`src/rtl/cmd_sequencer_pkg.sv`:
```
// Shared types for the SD command sequencer: response types, CMD12 index, FSM states.
package cmd_sequencer_pkg;

  typedef enum logic [1:0] {
    RSP_NONE    = 2'd0,
    RSP_136     = 2'd1,
    RSP_48      = 2'd2,
    RSP_48_BUSY = 2'd3
  } rsp_type_e;

  localparam logic [5:0] CMD12_INDEX = 6'd12;

  typedef enum logic [2:0] {
    IDLE     = 3'd0,
    ISSUE    = 3'd1,
    WAIT_CMD = 3'd2,
    WAIT_RSP = 3'd3,
    FINISH   = 3'd4
  } state_e;

endpackage

```
`src/rtl/cmd_sequencer_if.sv`:
```
// Command sequencer bus: software command register, command engine and data path handshakes.
interface cmd_sequencer_if;
  import cmd_sequencer_pkg::*;

  logic        sd_clk_en_p_i;
  logic        sw_cmd_valid_i;
  logic [5:0]  sw_cmd_index_i;
  logic [31:0] sw_cmd_arg_i;
  rsp_type_e   sw_rsp_type_i;
  logic        sw_data_present_i;
  logic        auto12_req_i;
  logic        dat_done_i;
  logic        cmd_done_i;
  logic        rsp_done_i;

  logic        cmd_start_o;
  logic [5:0]  cmd_index_o;
  logic [31:0] cmd_arg_o;
  rsp_type_e   cmd_rsp_type_o;
  logic        cmd_inhibit_cmd_o;
  logic        cmd_inhibit_dat_o;
  logic        cmd_complete_o;
  logic        cmd_timeout_o;
  logic        auto12_done_o;
  logic        sw_cmd_rejected_o;

  modport slave (
    input  sd_clk_en_p_i, sw_cmd_valid_i, sw_cmd_index_i, sw_cmd_arg_i, sw_rsp_type_i,
           sw_data_present_i, auto12_req_i, dat_done_i, cmd_done_i, rsp_done_i,
    output cmd_start_o, cmd_index_o, cmd_arg_o, cmd_rsp_type_o, cmd_inhibit_cmd_o,
           cmd_inhibit_dat_o, cmd_complete_o, cmd_timeout_o, auto12_done_o, sw_cmd_rejected_o
  );

  modport master (
    output sd_clk_en_p_i, sw_cmd_valid_i, sw_cmd_index_i, sw_cmd_arg_i, sw_rsp_type_i,
           sw_data_present_i, auto12_req_i, dat_done_i, cmd_done_i, rsp_done_i,
    input  cmd_start_o, cmd_index_o, cmd_arg_o, cmd_rsp_type_o, cmd_inhibit_cmd_o,
           cmd_inhibit_dat_o, cmd_complete_o, cmd_timeout_o, auto12_done_o, sw_cmd_rejected_o
  );

endinterface

```
`src/rtl/cmd_rsp_timer.sv`:
```
// Response timer: counts SD clock enable pulses while running, saturating at RspTimeout.
module cmd_rsp_timer #(
  parameter int unsigned RspTimeout = 64
) (
  input  logic clk_i,
  input  logic rst_i,
  input  logic run,
  input  logic clear,
  input  logic sd_clk_en_p_i,
  output logic expired
);

  localparam int unsigned W = $clog2(RspTimeout + 1);
  localparam logic [W-1:0] Limit = W'(RspTimeout);

  logic [W-1:0] count_q;

  always_ff @(posedge clk_i or posedge rst_i) begin
    if (rst_i) begin
      count_q <= '0;
    end else if (clear) begin
      count_q <= '0;
    end else if (run && sd_clk_en_p_i && (count_q != Limit)) begin
      count_q <= count_q + W'(1);
    end
  end

  assign expired = (count_q == Limit);

endmodule

```
`src/rtl/cmd_sequencer.sv`:
```
// SD host command sequencer: arbitrates software commands and auto CMD12, tracks CMD/DAT inhibit.
// Auto CMD12 support is built only when SDHCI_AUTO_CMD12_EN is defined.
module cmd_sequencer
  import cmd_sequencer_pkg::*;
#(
  parameter int unsigned RspTimeout = 64
) (
  input logic            clk_i,
  input logic            rst_i,
  cmd_sequencer_if.slave bus
);

  state_e      state_q;
  logic [5:0]  index_q;
  logic [31:0] arg_q;
  rsp_type_e   rsp_type_q;
  logic        has_data_q;
  logic        timeout_q;
  logic        inhibit_dat_q;
  logic        rejected_q;
  logic        expired;
  logic        auto12_go;
  logic        sw_accept;
  logic        rsp_timeout;

`ifdef SDHCI_AUTO_CMD12_EN
  logic auto12_pend_q;
  logic is_auto12_q;
  assign auto12_go = auto12_pend_q | bus.auto12_req_i;
`else
  assign auto12_go = 1'b0;
`endif

  assign sw_accept = bus.sw_cmd_valid_i && (state_q == IDLE) && !auto12_go &&
                     !(bus.sw_data_present_i && inhibit_dat_q);

  // rsp_done_i in the same cycle as expiry takes priority, so no timeout is raised
  assign rsp_timeout = (state_q == WAIT_RSP) && expired && !bus.rsp_done_i;

  cmd_rsp_timer #(.RspTimeout(RspTimeout)) u_timer (
    .clk_i        (clk_i),
    .rst_i        (rst_i),
    .run          (state_q == WAIT_RSP),
    .clear        (state_q == ISSUE),
    .sd_clk_en_p_i(bus.sd_clk_en_p_i),
    .expired      (expired)
  );

  always_ff @(posedge clk_i or posedge rst_i) begin
    if (rst_i) begin
      state_q       <= IDLE;
      index_q       <= '0;
      arg_q         <= '0;
      rsp_type_q    <= RSP_NONE;
      has_data_q    <= 1'b0;
      timeout_q     <= 1'b0;
      inhibit_dat_q <= 1'b0;
      rejected_q    <= 1'b0;
`ifdef SDHCI_AUTO_CMD12_EN
      auto12_pend_q <= 1'b0;
      is_auto12_q   <= 1'b0;
`endif
    end else begin
      rejected_q <= bus.sw_cmd_valid_i && !sw_accept;

`ifdef SDHCI_AUTO_CMD12_EN
      if ((state_q != IDLE) && bus.auto12_req_i) auto12_pend_q <= 1'b1;
`endif

      if (sw_accept && bus.sw_data_present_i) begin
        inhibit_dat_q <= 1'b1;
      end else if (bus.dat_done_i || (rsp_timeout && has_data_q)) begin
        inhibit_dat_q <= 1'b0;
      end

      unique case (state_q)
        IDLE: begin
`ifdef SDHCI_AUTO_CMD12_EN
          if (auto12_go) begin
            index_q       <= CMD12_INDEX;
            arg_q         <= '0;
            rsp_type_q    <= RSP_48_BUSY;
            has_data_q    <= 1'b0;
            is_auto12_q   <= 1'b1;
            auto12_pend_q <= 1'b0;
            state_q       <= ISSUE;
          end else
`endif
          if (sw_accept) begin
            index_q    <= bus.sw_cmd_index_i;
            arg_q      <= bus.sw_cmd_arg_i;
            rsp_type_q <= bus.sw_rsp_type_i;
            has_data_q <= bus.sw_data_present_i;
            state_q    <= ISSUE;
          end
        end
        ISSUE: state_q <= WAIT_CMD;
        WAIT_CMD: begin
          if (bus.cmd_done_i) state_q <= (rsp_type_q == RSP_NONE) ? FINISH : WAIT_RSP;
        end
        WAIT_RSP: begin
          if (bus.rsp_done_i) begin
            state_q <= FINISH;
          end else if (expired) begin
            timeout_q <= 1'b1;
            state_q   <= FINISH;
          end
        end
        FINISH: begin
          timeout_q <= 1'b0;
`ifdef SDHCI_AUTO_CMD12_EN
          is_auto12_q <= 1'b0;
`endif
          state_q <= IDLE;
        end
        default: state_q <= IDLE;
      endcase
    end
  end

  assign bus.cmd_start_o       = (state_q == ISSUE);
  assign bus.cmd_index_o       = index_q;
  assign bus.cmd_arg_o         = arg_q;
  assign bus.cmd_rsp_type_o    = rsp_type_q;
  assign bus.cmd_inhibit_cmd_o = (state_q != IDLE);
  assign bus.cmd_inhibit_dat_o = inhibit_dat_q;
  assign bus.cmd_timeout_o     = (state_q == FINISH) && timeout_q;
  assign bus.sw_cmd_rejected_o = rejected_q;
`ifdef SDHCI_AUTO_CMD12_EN
  assign bus.cmd_complete_o    = (state_q == FINISH) && !is_auto12_q;
  assign bus.auto12_done_o     = (state_q == FINISH) && is_auto12_q;
`else
  assign bus.cmd_complete_o    = (state_q == FINISH);
  assign bus.auto12_done_o     = 1'b0;
`endif

endmodule

```
`src/flat_wrapper.sv`:
```
// flat-port wrapper written by rule: the top's interface ports become plain ports
module cmd_sequencer_flat import cmd_sequencer_pkg::*;
#(
  parameter int unsigned RspTimeout = 64
)
  (clk_i, rst_i, bus_sd_clk_en_p_i, bus_sw_cmd_valid_i, bus_sw_cmd_index_i, bus_sw_cmd_arg_i, bus_sw_rsp_type_i, bus_sw_data_present_i, bus_auto12_req_i, bus_dat_done_i, bus_cmd_done_i, bus_rsp_done_i, bus_cmd_start_o, bus_cmd_index_o, bus_cmd_arg_o, bus_cmd_rsp_type_o, bus_cmd_inhibit_cmd_o, bus_cmd_inhibit_dat_o, bus_cmd_complete_o, bus_cmd_timeout_o, bus_auto12_done_o, bus_sw_cmd_rejected_o);
  cmd_sequencer_if bus_i ();
  input logic clk_i;
  input logic rst_i;
  input wire logic [$bits(bus_i.sd_clk_en_p_i)-1:0] bus_sd_clk_en_p_i;
  input wire logic [$bits(bus_i.sw_cmd_valid_i)-1:0] bus_sw_cmd_valid_i;
  input wire logic [$bits(bus_i.sw_cmd_index_i)-1:0] bus_sw_cmd_index_i;
  input wire logic [$bits(bus_i.sw_cmd_arg_i)-1:0] bus_sw_cmd_arg_i;
  input wire logic [$bits(bus_i.sw_rsp_type_i)-1:0] bus_sw_rsp_type_i;
  input wire logic [$bits(bus_i.sw_data_present_i)-1:0] bus_sw_data_present_i;
  input wire logic [$bits(bus_i.auto12_req_i)-1:0] bus_auto12_req_i;
  input wire logic [$bits(bus_i.dat_done_i)-1:0] bus_dat_done_i;
  input wire logic [$bits(bus_i.cmd_done_i)-1:0] bus_cmd_done_i;
  input wire logic [$bits(bus_i.rsp_done_i)-1:0] bus_rsp_done_i;
  output wire logic [$bits(bus_i.cmd_start_o)-1:0] bus_cmd_start_o;
  output wire logic [$bits(bus_i.cmd_index_o)-1:0] bus_cmd_index_o;
  output wire logic [$bits(bus_i.cmd_arg_o)-1:0] bus_cmd_arg_o;
  output wire logic [$bits(bus_i.cmd_rsp_type_o)-1:0] bus_cmd_rsp_type_o;
  output wire logic [$bits(bus_i.cmd_inhibit_cmd_o)-1:0] bus_cmd_inhibit_cmd_o;
  output wire logic [$bits(bus_i.cmd_inhibit_dat_o)-1:0] bus_cmd_inhibit_dat_o;
  output wire logic [$bits(bus_i.cmd_complete_o)-1:0] bus_cmd_complete_o;
  output wire logic [$bits(bus_i.cmd_timeout_o)-1:0] bus_cmd_timeout_o;
  output wire logic [$bits(bus_i.auto12_done_o)-1:0] bus_auto12_done_o;
  output wire logic [$bits(bus_i.sw_cmd_rejected_o)-1:0] bus_sw_cmd_rejected_o;
  assign bus_i.sd_clk_en_p_i = bus_sd_clk_en_p_i;
  assign bus_i.sw_cmd_valid_i = bus_sw_cmd_valid_i;
  assign bus_i.sw_cmd_index_i = bus_sw_cmd_index_i;
  assign bus_i.sw_cmd_arg_i = bus_sw_cmd_arg_i;
  assign bus_i.sw_rsp_type_i = bus_sw_rsp_type_i;
  assign bus_i.sw_data_present_i = bus_sw_data_present_i;
  assign bus_i.auto12_req_i = bus_auto12_req_i;
  assign bus_i.dat_done_i = bus_dat_done_i;
  assign bus_i.cmd_done_i = bus_cmd_done_i;
  assign bus_i.rsp_done_i = bus_rsp_done_i;
  assign bus_cmd_start_o = bus_i.cmd_start_o;
  assign bus_cmd_index_o = bus_i.cmd_index_o;
  assign bus_cmd_arg_o = bus_i.cmd_arg_o;
  assign bus_cmd_rsp_type_o = bus_i.cmd_rsp_type_o;
  assign bus_cmd_inhibit_cmd_o = bus_i.cmd_inhibit_cmd_o;
  assign bus_cmd_inhibit_dat_o = bus_i.cmd_inhibit_dat_o;
  assign bus_cmd_complete_o = bus_i.cmd_complete_o;
  assign bus_cmd_timeout_o = bus_i.cmd_timeout_o;
  assign bus_auto12_done_o = bus_i.auto12_done_o;
  assign bus_sw_cmd_rejected_o = bus_i.sw_cmd_rejected_o;
  cmd_sequencer #(.RspTimeout(RspTimeout)) u_core (.clk_i(clk_i), .rst_i(rst_i), .bus(bus_i));
endmodule
```
`config.mk`:
```
export PLATFORM = sky130hd
export DESIGN_NAME = cmd_sequencer_flat
export DESIGN_NICKNAME = d
export VERILOG_FILES = /design/src/rtl/cmd_sequencer_pkg.sv /design/src/rtl/cmd_sequencer_if.sv /design/src/rtl/cmd_rsp_timer.sv /design/src/rtl/cmd_sequencer.sv /design/src/flat_wrapper.sv
export SDC_FILE = /design/constraint.sdc
export NUM_CORES = 1
export LEC_CHECK = 0
export CORE_UTILIZATION = 40
export DETAILED_ROUTE_END_ITERATION = 16
export GPL_TIMING_DRIVEN = 1
export PLACE_DENSITY_LB_ADDON = 0.25
export SLEW_MARGIN = 15
export SYNTH_ARGS = -nofsm -noshare
export SYNTH_HDL_FRONTEND = slang
export SYNTH_SLANG_ARGS = --single-unit
```
`constraint.sdc`:
```
create_clock -name clk_i -period 2.3 [get_ports clk_i]
set_input_delay 0.345 -clock clk_i [delete_from_list [all_inputs] [get_ports clk_i]]
set_output_delay 0.345 -clock clk_i [all_outputs]
set_load 0.02 [all_outputs]
```
# Word-level counts from Yosys, hierarchy flattened

Index checks and enable logic that the tools add are counted.

$add $sub $neg: 1
Equality and inequality tests: 11
Muxes and demuxes: 13
Reductions and logical operators: 24

Operator list:

| kind                  | count |
|---|---|
| $mux W3               | 5 |
| $mux W7               | 2 |
| $pmux W3 S4           | 1 |
| $logic_and A1 B1 Y1   | 11 |
| $add A7 B1 Y7 const B | 1 |
| $eq A7 B7 Y1 const B  | 1 |
| $ne A7 B7 Y1 const B  | 1 |
| $eq A3 B2 Y1 const B  | 2 |
| $reduce_and A3 Y1     | 2 |
| $reduce_bool A2 Y1    | 3 |
| $mux W1               | 4 |
| $ne A2 B1 Y1 const B  | 2 |
| $ne A2 B2 Y1 const B  | 2 |
| $eq A3 B1 Y1 const B  | 1 |
| $eq A3 B3 Y1 const B  | 1 |
| $logic_not A1 Y1      | 3 |
| $logic_not A3 Y1      | 1 |
| $ne A3 B2 Y1 const B  | 1 |
| $reduce_bool A3 Y1    | 1 |
| $logic_not A2 Y1      | 1 |
| $pmux W1 S2           | 1 |
| $reduce_and A2 Y1     | 1 |
| $logic_or A1 B1 Y1    | 1 |

Bits in registers: 54
Input port bits: 49
Output and inout port bits: 47
Word-level logic and storage cells: 58

# Logic depth before layout (Yosys ltp)

Gate-level depths: netlist of the first run.

Depth after elaboration: 7
Depth in mapped cells: 6
Gate-level depth less buffers: 5

# Modules after synthesis

From an unflattened synthesis of the first run, not the netlist that was laid out.

Cell total of the unflattened synthesis: 172
Area, all modules: 2,476.1 µm²

Modules (own cells, without submodules):

| module        | times used | cells an instance | area each (µm²) | sequential area each (µm²) |
|---|---|---|---|---|
| cmd_sequencer | 1          | 123               | 2,028.2         | 1,176.1 |
| cmd_rsp_timer | 1          | 49                | 447.9           | 175.2 |

# Least setup slack after synthesis of the first run

No wires, ideal clock.

Path type: flip-flop to flip-flop
Start: register u_core.state_q[1]
End: register u_core.arg_q[0] (netlist: u_core.bus.cmd_arg_o[0])
Library setup time: 0.125 ns
Arrival: 1.619 ns
Required time: 2.175 ns
Path slack: 0.556 ns
Stages on the path, launching flop included: 7
Path buffers: 3
Clock period less this slack: 1.744 ns
Cell sequence: dfrtp_1 -> buf_6 -> or3_4 -> nand2b_4 -> buf_6 -> buf_6 -> mux2_4

Cells in the longest elaborated chain, start to end: 4

Ends and longest elaborated chain:

| what                              | line                                     | source |
|---|---|---|
| from (decl)                       | cmd_sequencer.sv:13                      | `state_e state_q;` |
| from (signal assigned)            | cmd_sequencer.sv:99                      | `if (bus.cmd_done_i) state_q <= (rsp_type_q == RSP_NONE) ? FINISH : WAIT_RSP;` |
| $logic_not A3 Y1 (*)              | cmd_sequencer.sv:34, cmd_sequencer.sv:76 |  |
| $logic_and A1 B1 Y1 (2 in series) | cmd_sequencer.sv:34                      | `assign sw_accept = bus.sw_cmd_valid_i && (state_q == IDLE) && !auto12_go &&` |
| $reduce_and A2 Y1 (no line) (*)   | --                                       |  |
| to (signal assigned)              | cmd_sequencer.sv:91                      | `arg_q <= bus.sw_cmd_arg_i;` |
| to (decl)                         | cmd_sequencer.sv:15                      | `logic [31:0] arg_q;` |

Every way passes the cells marked *; elsewhere a longest branch is shown, timed or not.
A chain may end at the register's enable or synchronous reset.

# Worst setup path in the final report of the first run

Start: register u_core.state_q[0]
End: output port bus_cmd_timeout_o

Cells in the longest elaborated chain, start to end: 2

Ends and longest elaborated chain:

| what                | line                 | source |
|---|---|---|
| $eq A3 B3 Y1        | cmd_sequencer.sv:127 | `assign bus.cmd_timeout_o = (state_q == FINISH) && timeout_q;` |
| $logic_and A1 B1 Y1 | cmd_sequencer.sv:127 |  |
| to (decl)           | flat_wrapper.sv:27   | `output wire logic [$bits(bus_i.cmd_timeout_o)-1:0] bus_cmd_timeout_o;` |

Every way passes these cells.

==> flow_metrics.env, run 1 <==
export IMPL_status="finished, final reports clean"
export IMPL_rsz0062_at_grt="no"
export IMPL_grt_remaining_overflow=0
export IMPL_dpl_hpwl_microns=3590
export IMPL_worst_pin_slew_ns=0.557
export IMPL_tritoncts="done"
export IMPL_numClockSinks=54
export IMPL_globalplace_congestion=0.723
export IMPL_top_level_ports=96
export IMPL_final_fill_count=507
export IMPL_htree_num_levels=2
export IMPL_floorplan_die_width_microns=80.8
export IMPL_dieHeight_microns=80.8
export IMPL_floorplan_die_area_sq_mm=0.00653
export IMPL_ctsRootBufferMaster="sky130_fd_sc_hd__clkbuf_8"
export IMPL_critical_path_startpoint="u_core.state_q[0]"
export IMPL_min_period_ns=2.16
export IMPL_sequentialPowerShare=0.335
export IMPL_setup_tns_ns=0
export IMPL_numPlacedInstances=333
export IMPL_post_layout_nonfiller_instances=340
export IMPL_starting_density=0.417
export IMPL_area_growth_syn_to_layout_pct=43.4
export IMPL_worst_ir_drop_vdd_mv=0.829
export IMPL_worstHoldPathType="primary input to async pin"
export IMPL_cp_end_kind="output port"
export IMPL_numPortBuffers=93
export IMPL_setup_viol_count_final=0
export IMPL_placeable_core_region_sq_mm=0.00596
export IMPL_viasPerCell=4.91
export IMPL_ys_flop_type="sky130_fd_sc_hd__dfrtp_1"
export IMPL_clock_skew_ns=0.00510
export IMPL_grt_antenna_before_repair=0
export IMPL_share_of_post_route_cells_with_drive_strength_above_1=0.219
export IMPL_worstSkewPairLatency_ns=0.30
export IMPL_clkTransAtPathRegs_ns=0.09
export IMPL_cts_hold_buffers=0
export IMPL_design_final_nets=316
export IMPL_yosys_mux_area_fraction=0.250
export IMPL_area_sequential_sq_mm=0.00135
export IMPL_timing_final_hold_violations=0
export IMPL_cts_buffers=5
export IMPL_totalWireLength_microns=4930
export IMPL_sw_frac_of_total=0.349
export IMPL_synth_yosys_warnings=0
export IMPL_postLayoutSetupSlackWorst_ns=0.137
export IMPL_arrival_ns=1.82
export IMPL_timing_max_slew_rel_slack=0.628
export IMPL_syn_num_nets=219
export IMPL_first_global_vias=1670
export IMPL_fmaxAchievable_mhz=462
export IMPL_synth_xor_xnor_area_share=0
export IMPL_grtUsageTotal=0.158
export IMPL_worst_setup_path_type="register to output port"
export IMPL_static_leakage_power_nw=1.64
export IMPL_final_cell_area_sq_mm=0.00356
export IMPL_ys_async_sr_fraction=1.00
export IMPL_post_synth_cell_area_avg_sq_um=14.8
export IMPL_ys_ff_latch=54
export IMPL_critical_path_required_ns=1.96
export IMPL_synth_edff_count=0
export IMPL_yosys_cell_types_count=41
export IMPL_pwr_share_comb=0.562
export IMPL_firstDrtPassIters=2
export IMPL_drt_iter0_markers=26
export IMPL_worst_setup_path_start_kind="register"
export IMPL_reg2reg_from="u_core.state_q[0]"
export IMPL_routed_wire_length_per_instance_microns=14.5
export IMPL_number_of_diodes_added_for_antenna_fixing=0
export IMPL_drc=0
export IMPL_dp_slack_ns=0.306
export IMPL_antenna_violating_nets_post_route=0
export IMPL_maxCapViolCount=0
export IMPL_power_clock_fraction=0.103
export IMPL_crit_path_max_fanout=10
export IMPL_synth_cells=168
export IMPL_placed_area_sq_mm=0.00348
export IMPL_core_rowCount=28
export IMPL_grt_max_degree=31
export IMPL_p_int_mw=3.12
export IMPL_synth_simple_area_share=0.0705
export IMPL_clk_path_buf_depth=2
export IMPL_power_net_switching_mw=1.67
export IMPL_powerDensity_mw_per_mm2=1340
export IMPL_seq_area_frac_synth=0.544
export IMPL_combinational_family_with_the_most_area_after_synthesis="multiplexers"
export IMPL_synth_compound_gate_area_share=0.0740
export IMPL_vias=1671
export IMPL_wire_length_of_the_first_global_routing_pass_microns=7900
export IMPL_fin_crit_sh=0.940
export IMPL_post_synth_fa_ha_maj_area_fraction=0.0101
export IMPL_multi_input_area_sq_mm=0.00101
export IMPL_mapped_area_sq_mm=0.00249
export IMPL_report_final_slew_viol_count=0
==> worst paths after layout <==
check                                      endpoint  slack, ns  depth (start not counted)
setup / recovery                  bus_cmd_timeout_o       0.14                          4
hold / removal              u_core.bus.cmd_arg_o[8]       0.41                          2
setup reg to reg            u_core.bus.cmd_arg_o[3]       0.46                          5
hold reg to reg             u_core.bus.cmd_arg_o[4]       0.49                          1
max in group asynchronous  u_core.bus.cmd_arg_o[24]       1.34                          3
min in group clk_i          u_core.bus.cmd_arg_o[4]       0.49                          1
==> area by class of cell <==
class	instances	area share
flip-flops and latches	54	0.379
multi-input cells	94	0.283
repair buffers	99	0.278
well taps	75	0.0263
clock buffers	5	0.0193
inverters	11	0.0116
clock inverters	2	0.00281
==> registers in the layout, indices dropped and copies added, names as in the netlist <==
| register | count |
|---|---|
| u_core.bus.cmd_rsp_type_o | 2 |
| u_core.state_q | 3 |
| u_core.u_timer.count_q | 7 |
| u_core.timeout_q | 1 |
| u_core.has_data_q | 1 |
| u_core.bus.sw_cmd_rejected_o | 1 |
| u_core.bus.cmd_arg_o | 32 |
| u_core.bus.cmd_index_o | 6 |
| u_core.bus.cmd_inhibit_dat_o | 1 |
==> cells in the final DEF (no fill, tap or decap), types with 2 or more instances in the layout <==
| cell | instances |
|---|---|
| sky130_fd_sc_hd__and2_1 | 2 |
| sky130_fd_sc_hd__nor2_1 | 3 |
| sky130_fd_sc_hd__inv_1 | 9 |
| sky130_fd_sc_hd__inv_2 | 2 |
| sky130_fd_sc_hd__nand2_1 | 3 |
| sky130_fd_sc_hd__a21oi_1 | 5 |
| sky130_fd_sc_hd__mux2i_1 | 2 |
| sky130_fd_sc_hd__clkinv_2 | 2 |
| sky130_fd_sc_hd__clkbuf_8 | 5 |
| sky130_fd_sc_hd__ha_1 | 2 |
| sky130_fd_sc_hd__o211ai_1 | 2 |
| sky130_fd_sc_hd__mux2_1 | 4 |
| sky130_fd_sc_hd__o21ai_0 | 3 |
| sky130_fd_sc_hd__clkdlybuf4s50_1 | 92 |
| sky130_fd_sc_hd__dfrtp_1 | 54 |
| sky130_fd_sc_hd__buf_4 | 5 |
| sky130_fd_sc_hd__or4_1 | 2 |
| sky130_fd_sc_hd__nand4_1 | 2 |
| sky130_fd_sc_hd__nand3_1 | 2 |
| sky130_fd_sc_hd__mux2_4 | 37 |
| sky130_fd_sc_hd__o31ai_1 | 4 |
==> metal layers <==
layer  part of all wire  vias up  GRT usage
met5                  0        -          0
met4              0.013        0     0.0536
met3              0.065        7     0.0371
met2               0.46       55      0.253
met1               0.46      824      0.208
li1                   -      785          -
==> per-stage QoR <==
stage / hold WS [ns] / util / power, mW
5_1_grt: 0.469 / 0.599 / 5.08
3_5_place_dp: 0.480 / 0.585 / 4.34
4_1_cts: 0.419 / 0.598 / 4.86
2_1_floorplan: 0.457 / - / 3.31
6_report: 0.410 / 0.599 / 4.79
3_3_place_gp: 0.475 / 0.585 / 4.30
==> worst max-delay path, stage by stage, from the launching register on <==
cell and delay, ns:
sky130_fd_sc_hd__dfrtp_1 0.39, sky130_fd_sc_hd__buf_4 0.17, sky130_fd_sc_hd__nor2_1 0.18, sky130_fd_sc_hd__and3_1 0.18
sky130_fd_sc_hd__clkdlybuf4s50_1 0.60
==> synthesized netlist by cell type (all sizes together) (3+ instances only) <==
library cell  instances  area share
nand2                 3      0.0045
inv                  11       0.017
a21oi                 5       0.010
or4                   3       0.011
dfrtp                54        0.54
nor2                  3      0.0045
o21ai                 3      0.0060
mux2                 41        0.24
buf                   9       0.034
o31ai                 4       0.012
==> logic make-up (layout without fill, tap and decap cells) <==
logic type,count (synthesis),count (layout)
DFF,54,54
other,1,1
buffers and inverters,20,117
AOI/OAI and AO/OA,23,23
adders and majority gates,2,2
and+or+nand+nor,25,25
muxes,43,43
==> power groups by stage <==
| stage | clock network [mW] | logic, mW | registers, mW |
|---|---|---|---|
| finish | 0.494 | 2.69 | 1.61 |
| global placement | 0 | 2.69 | 1.61 |
| global route | 0.555 | 2.87 | 1.66 |
| CTS | 0.518 | 2.73 | 1.61 |
| floorplan | 0 | 1.24 | 2.07 |
| detailed placement | 0 | 2.71 | 1.62 |
==> what timing repair did <==
item / in CTS / in global routing
gates resized for setup: 0 / 1
setup endpoints to repair: 0 / 1
buffers inserted: 0 / 0
Note: power is estimated with default switching activity, not from simulation.
==> run 2, diff against run 1 <==
--- a/config.mk
+++ b/config.mk
@@ -5,10 +5,11 @@
 export SDC_FILE = /design/constraint.sdc
 export NUM_CORES = 1
 export LEC_CHECK = 0
+export CORE_MARGIN = 4
 export CORE_UTILIZATION = 40
 export DETAILED_ROUTE_END_ITERATION = 16
 export GPL_TIMING_DRIVEN = 1
-export PLACE_DENSITY_LB_ADDON = 0.25
+export PLACE_DENSITY = 0.79
 export SLEW_MARGIN = 15
 export SYNTH_ARGS = -nofsm -noshare
 export SYNTH_HDL_FRONTEND = slang
==> run 2 against run 1 <==
Effect of this change:
- global-route usage shrank 1.6 points
- count of clock-buffer cells in the layout up 2
- non-clock buffer count increased by 1
- cell area is 1.2% higher
- routed wire length rose by 5.0%
- power grew 2.5%
- clock skew up 0.0044 ns
- register-to-register slack improved by 0.07 ns
- utilization rose by 0.38 points
- sequential share of layout area shrank 0.46 points
- critical path depth down 1
==> flow_metrics.env, run 2 (synthesis gave the netlist of run 1 again) <==
export IMPL_status="finished, final reports clean"
export IMPL_first_global_vias=1730
export IMPL_ctsRootBufferMaster="sky130_fd_sc_hd__clkbuf_8"
export IMPL_maxCapViolCount=0
export IMPL_grtUsageTotal=0.141
export IMPL_clock_skew_ns=0.00947
export IMPL_worstHoldPathType="primary input to async pin"
export IMPL_layout_cells_most_common_list="sky130_fd_sc_hd__clkdlybuf4s50_1 (93), sky130_fd_sc_hd__dfrtp_1 (54), sky130_fd_sc_hd__mux2_4 (37), sky130_fd_sc_hd__inv_1 (9), sky130_fd_sc_hd__clkbuf_8 (7)"
export IMPL_grt_remaining_overflow=0
export IMPL_post_layout_nonfiller_instances=342
export IMPL_viasPerCell=4.85
export IMPL_drt_iter0_markers=56
export IMPL_most_common_library_cell_in_the_layout_ignoring_fill_and_taps="sky130_fd_sc_hd__clkdlybuf4s50_1"
export IMPL_firstDrtPassIters=4
export IMPL_setup_tns_ns=0
export IMPL_flip_flop_count_of_the_largest_register_after_layout=32
export IMPL_critical_path_required_ns=1.96
export IMPL_grt_max_degree=30
export IMPL_gr_usage_met2=0.218
export IMPL_timing_final_hold_violations=0
export IMPL_min_period_ns=2.21
export IMPL_globalplace_congestion=0.714
export IMPL_placeable_core_region_sq_mm=0.00599
export IMPL_clk_path_buf_depth=2
export IMPL_static_leakage_power_nw=1.65
export IMPL_multi_input_area_sq_mm=0.00101
export IMPL_grt_use_met3=0.0333
export IMPL_area_growth_syn_to_layout_pct=45.1
export IMPL_design_final_nets=317
export IMPL_worst_ir_drop_vdd_mv=0.653
export IMPL_fin_crit_sh=0.959
export IMPL_number_of_diodes_added_for_antenna_fixing=0
export IMPL_worst_setup_path_start_kind="register"
export IMPL_worstSkewPairLatency_ns=0.30
export IMPL_post_cts_resized=0
export IMPL_dieHeight_microns=86.8
export IMPL_dpl_hpwl_microns=3870
export IMPL_critical_path_startpoint="u_core.state_q[1]"
export IMPL_vias=1658
export IMPL_clkTransAtPathRegs_ns=0.09
export IMPL_worst_setup_path_type="register to output port"
export IMPL_floorplan_die_width_microns=86.8
export IMPL_final_fill_count=472
export IMPL_cts_hold_buffers=0
export IMPL_grt_antenna_before_repair=0
export IMPL_area_sequential_sq_mm=0.00135
export IMPL_antenna_violating_nets_post_route=0
export IMPL_powerDensity_mw_per_mm2=1360
export IMPL_rsz0062_at_grt="no"
export IMPL_starting_density=0.415
export IMPL_totalWireLength_microns=5170
export IMPL_htree_num_levels=2
export IMPL_cp_end_kind="output port"
export IMPL_cts_buffers=5
export IMPL_drc=0
export IMPL_floorplan_die_area_sq_mm=0.00754
export IMPL_fmaxAchievable_mhz=453
export IMPL_wire_length_of_the_first_global_routing_pass_microns=8490
export IMPL_tritoncts="done"
export IMPL_setup_viol_count_final=0
export IMPL_reg2reg_from="u_core.state_q[1]"
export IMPL_top_level_ports=96
export IMPL_report_final_slew_viol_count=0
export IMPL_post_cts_setup_buffers=0
export IMPL_core_rowCount=28
export IMPL_arrival_ns=1.86
export IMPL_grt_busiest_layer="met2"
export IMPL_final_util=0.602
export IMPL_numClockSinks=54
export IMPL_share_of_post_route_cells_with_drive_strength_above_1=0.225
export IMPL_crit_path_max_fanout=5
export IMPL_numPlacedInstances=334
export IMPL_routed_wire_length_per_instance_microns=15.1
export IMPL_grt_met1_use=0.198
export IMPL_numPortBuffers=93
==> run 2: cell types whose count changed in the layout (fill, tap and decap cells not counted) <==
| cell | delta |
|---|---|
| sky130_fd_sc_hd__clkinv_4 | +1 |
| sky130_fd_sc_hd__buf_12 | +1 |
| sky130_fd_sc_hd__dlymetal6s2s_1 | -1 |
| sky130_fd_sc_hd__clkinv_2 | -2 |
| sky130_fd_sc_hd__clkdlybuf4s50_1 | +1 |
| sky130_fd_sc_hd__clkbuf_8 | +2 |
==> run 2: cell type report <==
cell class | count | share of cell area
well taps | 75 | 0.0260
clock buffers | 7 | 0.0267
repair buffers | 100 | 0.279
inverters | 11 | 0.0114
flip-flops and latches | 54 | 0.374
clock inverters | 1 | 0.00243
multi-input cells | 94 | 0.279
==> run 2: where the power goes <==
| group | leakage, nW | internal, mW | switching [mW] | total (mW) |
|---|---|---|---|---|
| sequential | 0.657 | 1.38 | 0.236 | 1.61 |
| clock | 0.0544 | 0.276 | 0.297 | 0.574 |
| combinational | 0.935 | 1.55 | 1.17 | 2.72 |
| total | 1.65 | 3.20 | 1.70 | 4.91 |
==> run 2: final timing paths <==
path	depth (start not counted)	slack (ns)	endpoint
max	3	0.09	bus_cmd_start_o
min	2	0.37	u_core.bus.cmd_arg_o[11]
max in group asynchronous	3	1.44	u_core.bus.cmd_arg_o[26]
min reg2reg	1	0.50	u_core.bus.cmd_arg_o[5]
max reg2reg	5	0.53	u_core.bus.cmd_arg_o[3]
min in group clk_i	1	0.50	u_core.bus.cmd_arg_o[5]
==> run 2: layer usage <==
| layer | vias to the layer above | wire length [microns] |
|---|---|---|
| li1 | 794 | - |
| met1 | 802 | 2300 |
| met2 | 57 | 2480 |
| met3 | 5 | 355 |
| met4 | 0 | 40 |
| met5 | - | 0 |
==> run 2: critical path: stages, from the launching register on <==
cell	delay, ns
sky130_fd_sc_hd__dfrtp_1	0.38
sky130_fd_sc_hd__or3b_1	0.45
sky130_fd_sc_hd__inv_2	0.12
sky130_fd_sc_hd__clkdlybuf4s50_1	0.61
==> run 2: per-stage QoR <==
stage          hold slack [ns]  cell area (sq um)  setup slack, ns  power (mW)
2_1_floorplan            0.457               2490            0.556        3.31
3_3_place_gp             0.474               3500            0.385        4.32
3_5_place_dp             0.481               3500            0.379        4.37
4_1_cts                  0.379               3610           0.0704        4.97
5_1_grt                  0.408               3610          0.00218        5.18
6_report                 0.366               3610           0.0947        4.91
